### config.mk
export PLATFORM = sky130hd
export DESIGN_NAME = dot_seq
export DESIGN_NICKNAME = d
export VERILOG_FILES = /design/src/rtl/dot_seq_pkg.sv /design/src/rtl/dot_seq.sv
export SDC_FILE = /design/constraint.sdc
export NUM_CORES = 1
export LEC_CHECK = 0
export CORE_UTILIZATION = 35
export CTS_CLUSTER_SIZE = 8
export DETAILED_ROUTE_END_ITERATION = 7
export PLACE_DENSITY = 0.7
export SYNTH_ARGS = -nofsm -noshare
export SYNTH_HDL_FRONTEND = slang
export SYNTH_SLANG_ARGS = --single-unit
### constraint.sdc
create_clock -name clk -period 1.5 [get_ports clk]
set_input_delay 0.225 -clock clk [delete_from_list [all_inputs] [get_ports clk]]
set_output_delay 0.225 -clock clk [all_outputs]
set_load 0.03 [all_outputs]
### src/rtl/dot_seq_pkg.sv
// Shared definitions for the dot_seq sequencer: ALU opcodes understood by the
// external combinational ALU, and the FSM state encoding.
package dot_seq_pkg;

  localparam int DATA_W = 16;

  localparam logic [2:0] OP_ADD  = 3'd0;
  localparam logic [2:0] OP_SUB  = 3'd1;
  localparam logic [2:0] OP_PASS = 3'd2;
  localparam logic [2:0] OP_ZER  = 3'd3;
  localparam logic [2:0] OP_MUL  = 3'd4;
  localparam logic [2:0] OP_MULM = 3'd5;

  typedef enum logic [2:0] {
    S_IDLE  = 3'd0,
    S_CLR   = 3'd1,
    S_FETCH = 3'd2,
    S_MUL   = 3'd3,
    S_ACC   = 3'd4,
    S_DONE  = 3'd5
  } state_t;

endpackage

### src/rtl/dot_seq.sv
// Dot-product sequencer: streams operand pairs and drives an external
// same-cycle combinational ALU for clear, multiply and accumulate steps.
module dot_seq
  import dot_seq_pkg::*;
#(
  parameter int LEN_W = 4
) (
  input  logic              clk,
  input  logic              rst,
  input  logic              start,
  input  logic [LEN_W-1:0]  len,
  input  logic              elem_valid,
  output logic              elem_ready,
  input  logic [DATA_W-1:0] elem_a,
  input  logic [DATA_W-1:0] elem_b,
  output logic [2:0]        alu_op,
  output logic [DATA_W-1:0] alu_a,
  output logic [DATA_W-1:0] alu_b,
  input  logic [DATA_W-1:0] alu_c,
  output logic              busy,
  output logic              done,
  output logic [DATA_W-1:0] result,
  output logic              result_zero
);

  state_t              state;
  logic [LEN_W-1:0]    count;
  logic [DATA_W-1:0]   acc;
  logic [DATA_W-1:0]   prod;
  logic [DATA_W-1:0]   a_reg;
  logic [DATA_W-1:0]   b_reg;

  // NOTE: every signal assigned here gets a default first, so no path leaves
  // a value unassigned and no latch is inferred.
  always_comb begin
    alu_op = OP_PASS;
    alu_a  = '0;
    alu_b  = '0;
    case (state)
      S_CLR: alu_op = OP_ZER;
      S_MUL: begin
        alu_op = OP_MUL;
        alu_a  = a_reg;
        alu_b  = b_reg;
      end
      S_ACC: begin
        alu_op = OP_ADD;
        alu_a  = acc;
        alu_b  = prod;
      end
      default: ;
    endcase
  end

  // NOTE: sequential state uses non-blocking assignments only, so every
  // register reads the pre-edge value of every other register.
  always_ff @(posedge clk) begin
    if (rst) begin
      state       <= S_IDLE;
      count       <= '0;
      acc         <= '0;
      prod        <= '0;
      a_reg       <= '0;
      b_reg       <= '0;
      result      <= '0;
      result_zero <= 1'b1;
      done        <= 1'b0;
      busy        <= 1'b0;
      elem_ready  <= 1'b0;
    end else begin
      done <= 1'b0;
      case (state)
        S_IDLE: begin
          if (start) begin
            busy <= 1'b1;
            if (len != '0) begin
              count <= len;
              state <= S_CLR;
            end else begin
              acc   <= '0;
              state <= S_DONE;
            end
          end
        end
        S_CLR: begin
          acc        <= alu_c;
          elem_ready <= 1'b1;
          state      <= S_FETCH;
        end
        S_FETCH: begin
          if (elem_valid) begin
            a_reg      <= elem_a;
            b_reg      <= elem_b;
            elem_ready <= 1'b0;
            state      <= S_MUL;
          end
        end
        S_MUL: begin
          prod  <= alu_c;
          state <= S_ACC;
        end
        S_ACC: begin
          acc   <= alu_c;
          count <= count - LEN_W'(1);
          if (count == LEN_W'(1)) begin
            state <= S_DONE;
          end else begin
            elem_ready <= 1'b1;
            state      <= S_FETCH;
          end
        end
        S_DONE: begin
          done        <= 1'b1;
          result      <= acc;
          result_zero <= (acc == '0);
          busy        <= 1'b0;
          state       <= S_IDLE;
        end
        default: begin
          busy       <= 1'b0;
          elem_ready <= 1'b0;
          state      <= S_IDLE;
        end
      endcase
    end
  end

endmodule

==> results.cfg <==
[synthesis]
netlist_area_um2 = 3730
synth.avg_cell_area_um2 = 8.44
synth_ff_type = dfxtp_1
synthCells = 442
syn-num-nets = 500
synth_warnings = 0
ys_ff_latch = 91
synth-async-reset-ratio_pct = 0
synth_edf_count = 0
yosysSeqAreaShare_pct = 48.8
ys_types = 46

[cts]
clock_latency_ps = 370
clockRootBuffer = clkbuf_8
numClockSinks = 91
clk_pin_slew_ps = 100
ctsLongestPathBuffers = 2
cts_hold_buf = 0
numCtsBuffers = 9
cts_tree = built
htreeDepth = 3

[power_and_ir_drop]
power.total_mw = 7.02
pwr_density_cell_nw_per_um2 = 1010
peakVddDrop_mv = 0.564
leakagePower_nw = 2.77

[layout]
layout_commonest_cell = nand2_1
syn_to_final_growth_pct = 85.6
fillCellCount = 723
nNetsFinal = 662
layout-drive-gt1-share_pct = 43.8
mostFrequentLayoutCells = nand2_1 (96), dfxtp_1 (88), clkdlybuf4s50_1 (54)
n_antenna_cell = 0
stdcell_area_um2 = 6930

[worst_setup_path]
cp_max_fo = 8
r2r_cells = 8
crit_chain = buf_6 > nor3b_4 > buf_6 > buf_16 > a22o_4 > buf_12
path_class = flop to primary output
cp_common_cell = buf_6
worst_path_max_delay_cell = dfxtp_2
cpPeakStageDelay_ps = 350
worstReg2RegEnd = acc[5]
cp-startpoint = state[1]
r2r_start = state[2]
endpoint = alu_a[1]
arrival_ps = 1670
rrSetupSlack_ps = -280
start_kind = flop
worstPathRequired_ps = 1270
crit_path_end_kind = primary output

[sta]
tightest_slew_ps = 406
fmax_ghz = 0.527
setup_slack_ps = -399
drv_slew = 0
post-route-period-util_pct = 127
slew_headroom_pct = 72.9
finalClockSkew_ps = 9.35
final-setup-viol-count = 91
rsz0062_at_grt = yes
post-route-min-period_ps = 1900
final_hold_viol_count = 0

[die]
die_height_um = 105
initial_core_util_pct = 36.1
dieArea_um2 = 11100
core.rowCount = 37
io_pins = 111
die_x_um = 105
core_area_um2 = 10300

[flow_run]
cap_violations = 0

[grt]
grt.total_usage_pct = 22.6
grt_pass1_vias = 3736
grt.met3_usage_pct = 3.34
antenna_found_initial = 0
grt_max_degree = 41
grt_pass1_wl_um = 19500
overflow = 0
grtUsageMet2_pct = 36.4
grt_busiest_layer = met2
use_met1_pct = 30.0

[drt]
vias_per_cell = 5.52
drc = 0
routedWlPerCell_um = 19.8
routed_wl_um = 14800
num_vias = 4114
dr.pass1.iters = 5
drtAntennaViolNets = 0
drtIter0Drc = 318

[placement]
dp_hpwl_um = 7850
gp_congestion = 0.875
io_buffers = 110
place_area_um2 = 5160

[run_status]
violations = setup timing
status = complete, but fails checks

[min_path]
hold_class = input port to flop
hold_depth = 2
critical path: cells and delay by family, from the launching register on:
family,cells,cell delay [ps]
compound gates,1,140
buf+inv,4,590
simple gates,1,220
flops,1,350
report_power, final:
part / switching (mW) / internal (mW) / leakage (nW)
clock network: 0.974 / 0.626 / 0.0881
logic: 1.20 / 1.29 / 1.94
registers: 0.289 / 2.64 / 0.739
total: 2.46 / 4.55 / 2.77
how the worst min path moves through the flow:
stage	startpoint	to	slack, ps
finish	rst	b_reg[9]	270
global route	rst	b_reg[9]	280
CTS	rst	b_reg[8]	250
detailed placement	result[2]	result[2]	450
global placement	b_reg[6]	b_reg[6]	440
floorplan	alu_c[10]	acc[10]	360
what timing repair did:
action,4_1_cts,5_1_grt
endpoints found under the setup margin,73,98
cloned,8,9
pin swaps,26,86
gates resized for setup,120,133
setup buffers,17,11
routing by layer:
metal	up-vias	part of all wire (%)
li1	1865	-
met1	1978	42
met2	226	48
met3	45	7.6
met4	0	3.3
met5	-	0
cells in the mapped netlist, types with 2 or more instances:
cell / number / area [um^2]
o21bai_1: 2 / 15.0
nor3_1: 3 / 15.0
ha_1: 2 / 25.0
clkbuf_1: 9 / 33.8
a211oi_1: 3 / 22.5
nor3b_1: 2 / 15.0
nor2_1: 6 / 22.5
nand3_1: 2 / 10.0
nor4_2: 2 / 25.0
buf_2: 20 / 100
buf_4: 2 / 15.0
nand2b_1: 2 / 12.5
buf_6: 2 / 22.5
nor4_1: 4 / 25.0
a22o_1: 48 / 420
or2_2: 2 / 12.5
a21oi_1: 73 / 365
dfxtp_1: 91 / 1820
nor2b_1: 2 / 12.5
inv_1: 3 / 11.3
nand2_1: 137 / 514
layout make-up:
class	count	area, um^2	area share (%)
sequential	91	1830	26.4
tap	136	170	2.46
inverter	4	20.0	0.289
multi-input combinational	313	2510	36.2
clock inverter	7	57.6	0.831
timing repair buffer	185	2220	32.1
clock buffer	9	124	1.79
through the flow:
stage | TNS, ps | util [%] | setup WS, ps | instances | hold WS [ps]
after global routing | -21960 | 67.1 | -425 | 745 | 284
after floorplan | 0 | - | 39.1 | 442 | 358
after global placement | -11610 | 49.9 | -435 | 687 | 444
final | -19200 | 67.1 | -399 | 745 | 274
after detailed placement | -12460 | 49.9 | -491 | 687 | 446
after CTS | -15590 | 59.2 | -366 | 727 | 254
cells by family after synthesis:
| family | share of synthesized area, % |
|---|---|
| AO/OA/AOI/OAI | 24.5 |
| XOR/XNOR | 0.235 |
| multiplexers | 0.570 |
| flip-flops | 48.8 |
| AND/OR/NAND/NOR | 20.1 |
| buffers and inverters | 5.10 |
| adder cells (fa/ha/maj) | 0.671 |
Power figures use the tool's default switching activity.
